`config.mk`:
```
export PLATFORM = sky130hd
export DESIGN_NAME = pipe_ctrl
export DESIGN_NICKNAME = d
export VERILOG_FILES = /design/src/rtl/pipe_ctrl.sv
export SDC_FILE = /design/constraint.sdc
export NUM_CORES = 1
export LEC_CHECK = 0
export CAP_MARGIN = 20
export CORE_MARGIN = 1
export CORE_UTILIZATION = 21
export CTS_CLUSTER_DIAMETER = 40
export DETAILED_ROUTE_END_ITERATION = 12
export GPL_ROUTABILITY_DRIVEN = 0
export PLACE_DENSITY = 0.87
export SLEW_MARGIN = 40
export SYNTH_ARGS = -nofsm -noshare
export SYNTH_HDL_FRONTEND = slang
export SYNTH_SLANG_ARGS = --single-unit
```
`constraint.sdc`:
```
create_clock -name clk -period 2.34 [get_ports clk]
set_clock_uncertainty 0.2 [all_clocks]
set_input_delay 0.468 -clock clk [delete_from_list [all_inputs] [get_ports clk]]
set_output_delay 0.468 -clock clk [all_outputs]
set_load 0.005 [all_outputs]
```
`src/rtl/pipe_ctrl.sv`:
```
// Pipeline stall/flush controller with debug halt/single-step FSM.
// Optional stall watchdog enabled by defining PIPE_CTRL_WDOG_EN.
module pipe_ctrl (
    input  logic        clk,
    input  logic        rst,
    input  logic        stallreq_if,
    input  logic        stallreq_id,
    input  logic        stallreq_ex,
    input  logic        stallreq_mem,
    input  logic [31:0] excepttype_i,
    input  logic [31:0] cp0_epc_i,
    input  logic        halt_req,
    input  logic        step_req,
    output logic [5:0]  stall,
    output logic        flush,
    output logic [31:0] new_pc,
    output logic        halted,
    output logic        wdog_err,
    output logic [1:0]  state_dbg
);

    typedef enum logic [1:0] {
        ST_RUN    = 2'd0,
        ST_DRAIN  = 2'd1,
        ST_HALTED = 2'd2,
        ST_STEP   = 2'd3
    } state_t;

    localparam logic [31:0] EXC_ERET   = 32'h0000_000e;
    localparam logic [31:0] EXC_VECTOR = 32'h0000_0020;

    state_t      state;
    logic        halted_q;
    logic [5:0]  normal_stall;
    logic        any_stallreq;
    logic        exc_pending;

    assign any_stallreq = stallreq_if | stallreq_id | stallreq_ex | stallreq_mem;
    assign exc_pending  = (excepttype_i != 32'h0);
    assign state_dbg    = state;

    // Deeper stalls must also hold every earlier stage, hence the thermometer codes.
    always_comb begin
        normal_stall = 6'b000000;
        if (stallreq_mem) begin
            normal_stall = 6'b011111;
        end else if (stallreq_ex) begin
            normal_stall = 6'b001111;
        end else if (stallreq_id) begin
            normal_stall = 6'b000111;
        end else if (stallreq_if) begin
            normal_stall = 6'b000111;
        end
    end

    // Zero-latency outputs; HALTED freezes everything and ignores exceptions.
    always_comb begin
        stall  = 6'b000000;
        flush  = 1'b0;
        new_pc = 32'h0;
        if (!rst) begin
            if (state == ST_HALTED) begin
                stall = 6'b111111;
            end else if (exc_pending) begin
                flush  = 1'b1;
                new_pc = (excepttype_i == EXC_ERET) ? cp0_epc_i : EXC_VECTOR;
            end else begin
                stall = normal_stall;
            end
        end
    end

    always_ff @(posedge clk) begin
        if (rst) begin
            state    <= ST_RUN;
            halted_q <= 1'b0;
        end else begin
            case (state)
                ST_RUN: begin
                    if (halt_req) begin
                        state <= ST_DRAIN;
                    end
                    halted_q <= 1'b0;
                end
                ST_DRAIN: begin
                    if (!halt_req) begin
                        state    <= ST_RUN;
                        halted_q <= 1'b0;
                    end else if (!any_stallreq && !exc_pending) begin
                        state    <= ST_HALTED;
                        halted_q <= 1'b1;
                    end else begin
                        halted_q <= 1'b0;
                    end
                end
                ST_HALTED: begin
                    if (!halt_req) begin
                        state    <= ST_RUN;
                        halted_q <= 1'b0;
                    end else if (step_req) begin
                        state    <= ST_STEP;
                        halted_q <= 1'b0;
                    end else begin
                        halted_q <= 1'b1;
                    end
                end
                ST_STEP: begin
                    // One clean advance, or an exception flush, ends the step.
                    if (exc_pending || !any_stallreq) begin
                        state    <= ST_HALTED;
                        halted_q <= 1'b1;
                    end else begin
                        halted_q <= 1'b0;
                    end
                end
                default: begin
                    state    <= ST_RUN;
                    halted_q <= 1'b0;
                end
            endcase
        end
    end

    assign halted = halted_q & ~rst;

`ifdef PIPE_CTRL_WDOG_EN
    logic [7:0] wdog_cnt;
    logic       wdog_q;

    always_ff @(posedge clk) begin
        if (rst) begin
            wdog_cnt <= 8'd0;
            wdog_q   <= 1'b0;
        end else if (state != ST_HALTED && stall[0]) begin
            if (wdog_cnt != 8'd255) begin
                wdog_cnt <= wdog_cnt + 8'd1;
            end
            if (wdog_cnt >= 8'd254) begin
                wdog_q <= 1'b1;
            end
        end else begin
            wdog_cnt <= 8'd0;
        end
    end

    assign wdog_err = wdog_q & ~rst;
`else
    assign wdog_err = 1'b0;
`endif

endmodule

```
==> flow_summary_export.csv <==
group,metric,value,unit
status,status,"finished with violations",
status,violations,"setup timing",
drt,drt-pass1-iter-count,2,
worst_setup_path,r2r-start,"state_dbg[0]",
final_layout,post-route-cell-area,2266,um^2
worst_setup_path,crit_family,"simple AND/OR/NAND/NOR gates",
timing,fin_ws,-0.3145,ns
power,swShare,29.78,%
timing,finalCritPeriodShare,113.4,%
synthesis,synth_fp_nets,178,
worst_setup_path,path_max_fanout,3,
timing,max_freq,0.3767,GHz
drt,postRouteAntennaNets,0,
worst_hold_path,holdPathEnd,"state_dbg[1]",
clocking,clk_transition_reported_paths,0.03,ns
worst_setup_path,worstSetupPathType,"in2out",
timing,period_needed,2.655,ns
drt,wire_per_inst,13.49,um
drt,drt_wl_total,3.777,mm
worst_setup_path,cp-end-kind,"output pin",
drt,first_iter_violations,13,
drt,routed_via_density,4.429,
final_layout,seqCellArea,60.06,um^2
die,rows,21,
worst_setup_path,crit_top_cell,"buf_6",
clocking,cts-root-buf,"clkbuf_4",
worst_setup_path,start_kind,"input pin",
worst_hold_path,hp-start,"state_dbg[1]",
worst_setup_path,rrSetupSlack,0.33,ns
worst_setup_path,reg2reg_to,"state_dbg[0]",
worst_setup_path,max_stage_delay,0.28,ns
worst_setup_path,critPathArrivalTime,1.99,ns
die,die_h,62.49,um
power,clock_power_share,22.2,%
synthesis,synth_ff_type,"dfxtp_1",
timing,holdWs,0.4158,ns
drt,vias,1240,
global_routing,grt_max_degree,32,
die,core_area,3416,um^2
worst_setup_path,crit_chain,"buf_6 -> nor4_4 -> nand4_2 -> buf_6 -> nor3_4 -> buf_6 -> buf_6 -> nand2_4 -> a21oi_4 -> buf_6 -> buf_6",
final_layout,syn_to_final_growth,195.0,%
die,dieArea,3904,um^2
worst_setup_path,cp_slowest_cell,"nor4_4",
die,initial_utilization,22.49,%
power,power_switching,0.1211,mW
worst_setup_path,ff2ff_path_depth,8,
final_layout,multi_input_area,803.3,um^2
die,ioPinCount,115,
final_layout,n_antenna_cell,0,
drt,drcViolationCount,0,
clocking,cts_made_buffers,3,
global_routing,grt_pass1_vias,1224,
clocking,cts_buffer_depth,2,
final_layout,drive_gt1_share,58.97,%
global_routing,track_usage,17.41,%
power,p_per_area,179.4,nW/um^2
global_routing,grt_remaining_overflow,0,
die,die_w,62.49,um
synthesis,yosys_warnings,0,
synthesis,synth_edf_count,0,
power,combPwrFrac,63.0,%
timing,hold_violations,0,
worst_hold_path,hold_path_depth,3,
clocking,worstSkewPairLatency,0.23,ns
worst_setup_path,cp_data_required_time,1.67,ns
clocking,htree_levels,1,
timing,rsz0062_at_grt,"true",
power,p_seq_share,14.8,%
synthesis,syn_area_per_cell,7.606,um^2
timing,final_max_slew_viol_count,0,
synthesis,synth-seq-cells,3,
placement,dpl.hpwl,2.795,mm
final_layout,fillers,285,
worst_setup_path,cp_num_buf_inv,6,
synthesis,syn_area,768.2,um^2
run,maxCapViolations,0,
placement,dpl_cell_area,2039,um^2
clocking,cts_tree,"built",
power,ir_worst_vdd,0.2761,mV
clocking,clock_sinks,3,
final_layout,nNetsFinal,312,
placement,port_buffers,113,
timing,setup_viol,36,
synthesis,syn_inst,101,
clocking,cts_hold_buffers,0,
worst_hold_path,hold_class,"reg2reg",
synthesis,synthArstFlopShare,0,%
global_routing,antenna_found_initial,0,
placement,place_worst_setup_slack,-0.9840,ns
synthesis,synthDistinctLibCells,30,
power,p_leak,1.025,nW
global_routing,grt_pass1_wl,5.520,mm
power,power,0.4065,mW
power,internal-power,0.2855,mW
synthesis,seq_area_frac_synth,7.818,%
-- cell usage in the layout, fill, tap and decap left out, drive strengths merged, types with 5 or more instances in the layout --
cell type,n
buf,73
clkdlybuf4s50,41
and2,31
clkbuf,14
dlygate4sd2,7
nor2,7
nor4,7
clkdlybuf4s15,6
o21ai,5
ha,5
a21oi,5
-- cells in the mapped netlist (all sizes together), types with 3 or more instances --
| library cell | n | area [um^2] |
|---|---|---|
| nor2 | 7 | 28.78 |
| nor4 | 7 | 81.33 |
| and2 | 31 | 193.9 |
| dfxtp | 3 | 60.06 |
| nor3 | 3 | 26.28 |
| o21ai | 5 | 25.02 |
| buf | 6 | 56.30 |
| inv | 4 | 15.01 |
| nor2b | 3 | 18.77 |
| nand2 | 3 | 11.26 |
| ha | 5 | 62.56 |
| a21oi | 5 | 25.02 |
-- state kept, by name, indices dropped and copies added, names as in the netlist --
name	flops
state_dbg	2
halted_q	1
-- per-layer routing --
metal / wire, um / global-route usage (%)
met2: 2131 / 35.87
met4: 65 / 5.233
met1: 1313 / 16.52
met3: 266 / 4.015
met5: 0 / 0
-- final cells by class --
| cell class | count | share of cell area [%] |
|---|---|---|
| sequential | 3 | 2.650 |
| multi-input combinational | 86 | 35.45 |
| inverter | 4 | 0.6626 |
| timing repair buffer | 137 | 57.54 |
| clock buffer | 4 | 1.160 |
| tap | 46 | 2.540 |
-- timing repair --
item,CTS,global route
setup buffers,7,3
gates resized for setup,221,109
cloned,0,3
endpoints found under the setup margin,42,38
pin swaps,11,42
-- metrics by stage --
| step | std cells | setup TNS [ns] | util [%] |
|---|---|---|---|
| final | 280 | -8.361 | 66.34 |
| after global routing | 280 | -10.98 | 66.34 |
| after CTS | 276 | -10.18 | 60.62 |
| after detailed placement | 265 | -36.48 | 59.71 |
| after global placement | 265 | -35.25 | 59.71 |
| after floorplan | 101 | 0 | - |
-- power groups by stage --
stage / Combinational, mW / Sequential, mW / Clock (mW)
after floorplan: 0.0713 / 0.0644 / 0
after global placement: 0.254 / 0.0608 / 0
after detailed placement: 0.260 / 0.0611 / 0
after CTS: 0.242 / 0.0603 / 0.0945
after global routing: 0.275 / 0.0605 / 0.102
final: 0.256 / 0.0602 / 0.0902
-- worst reg2reg max path, delay by kind of cell, from the launching register on --
| kind | cells | cell delay, ns |
|---|---|---|
| compound gates | 2 | 0.27 |
| simple gates | 2 | 0.35 |
| buf+inv | 2 | 0.23 |
| fa+ha+maj | 1 | 0.20 |
| mux | 1 | 0.34 |
| flops | 1 | 0.30 |
-- kinds of logic (layout without fill, tap and decap cells) --
logic type	Yosys count	count (layout)	synth area share [%]
and+or+nand+nor	63	63	57.98
AOI/OAI and AO/OA	15	15	12.54
buffers and inverters	12	145	10.26
adders and majority gates	5	5	8.143
DFF	3	3	7.818
muxes	2	2	2.769
other	1	1	0.4881
-- how the worst max path moves through the flow --
stage                     start        end  slack [ns]  cells past startpoint
2_1_floorplan   excepttype_i[0]   stall[1]       0.002                      6
3_3_place_gp    excepttype_i[9]   stall[1]       -0.95                      8
3_5_place_dp   excepttype_i[25]  new_pc[4]       -0.98                      8
4_1_cts        excepttype_i[25]   stall[0]       -0.36                     12
5_1_grt        excepttype_i[20]   stall[0]       -0.40                     11
6_report       excepttype_i[19]   stall[0]       -0.31                     11
No activity file was read; power rests on OpenSTA's default activity.
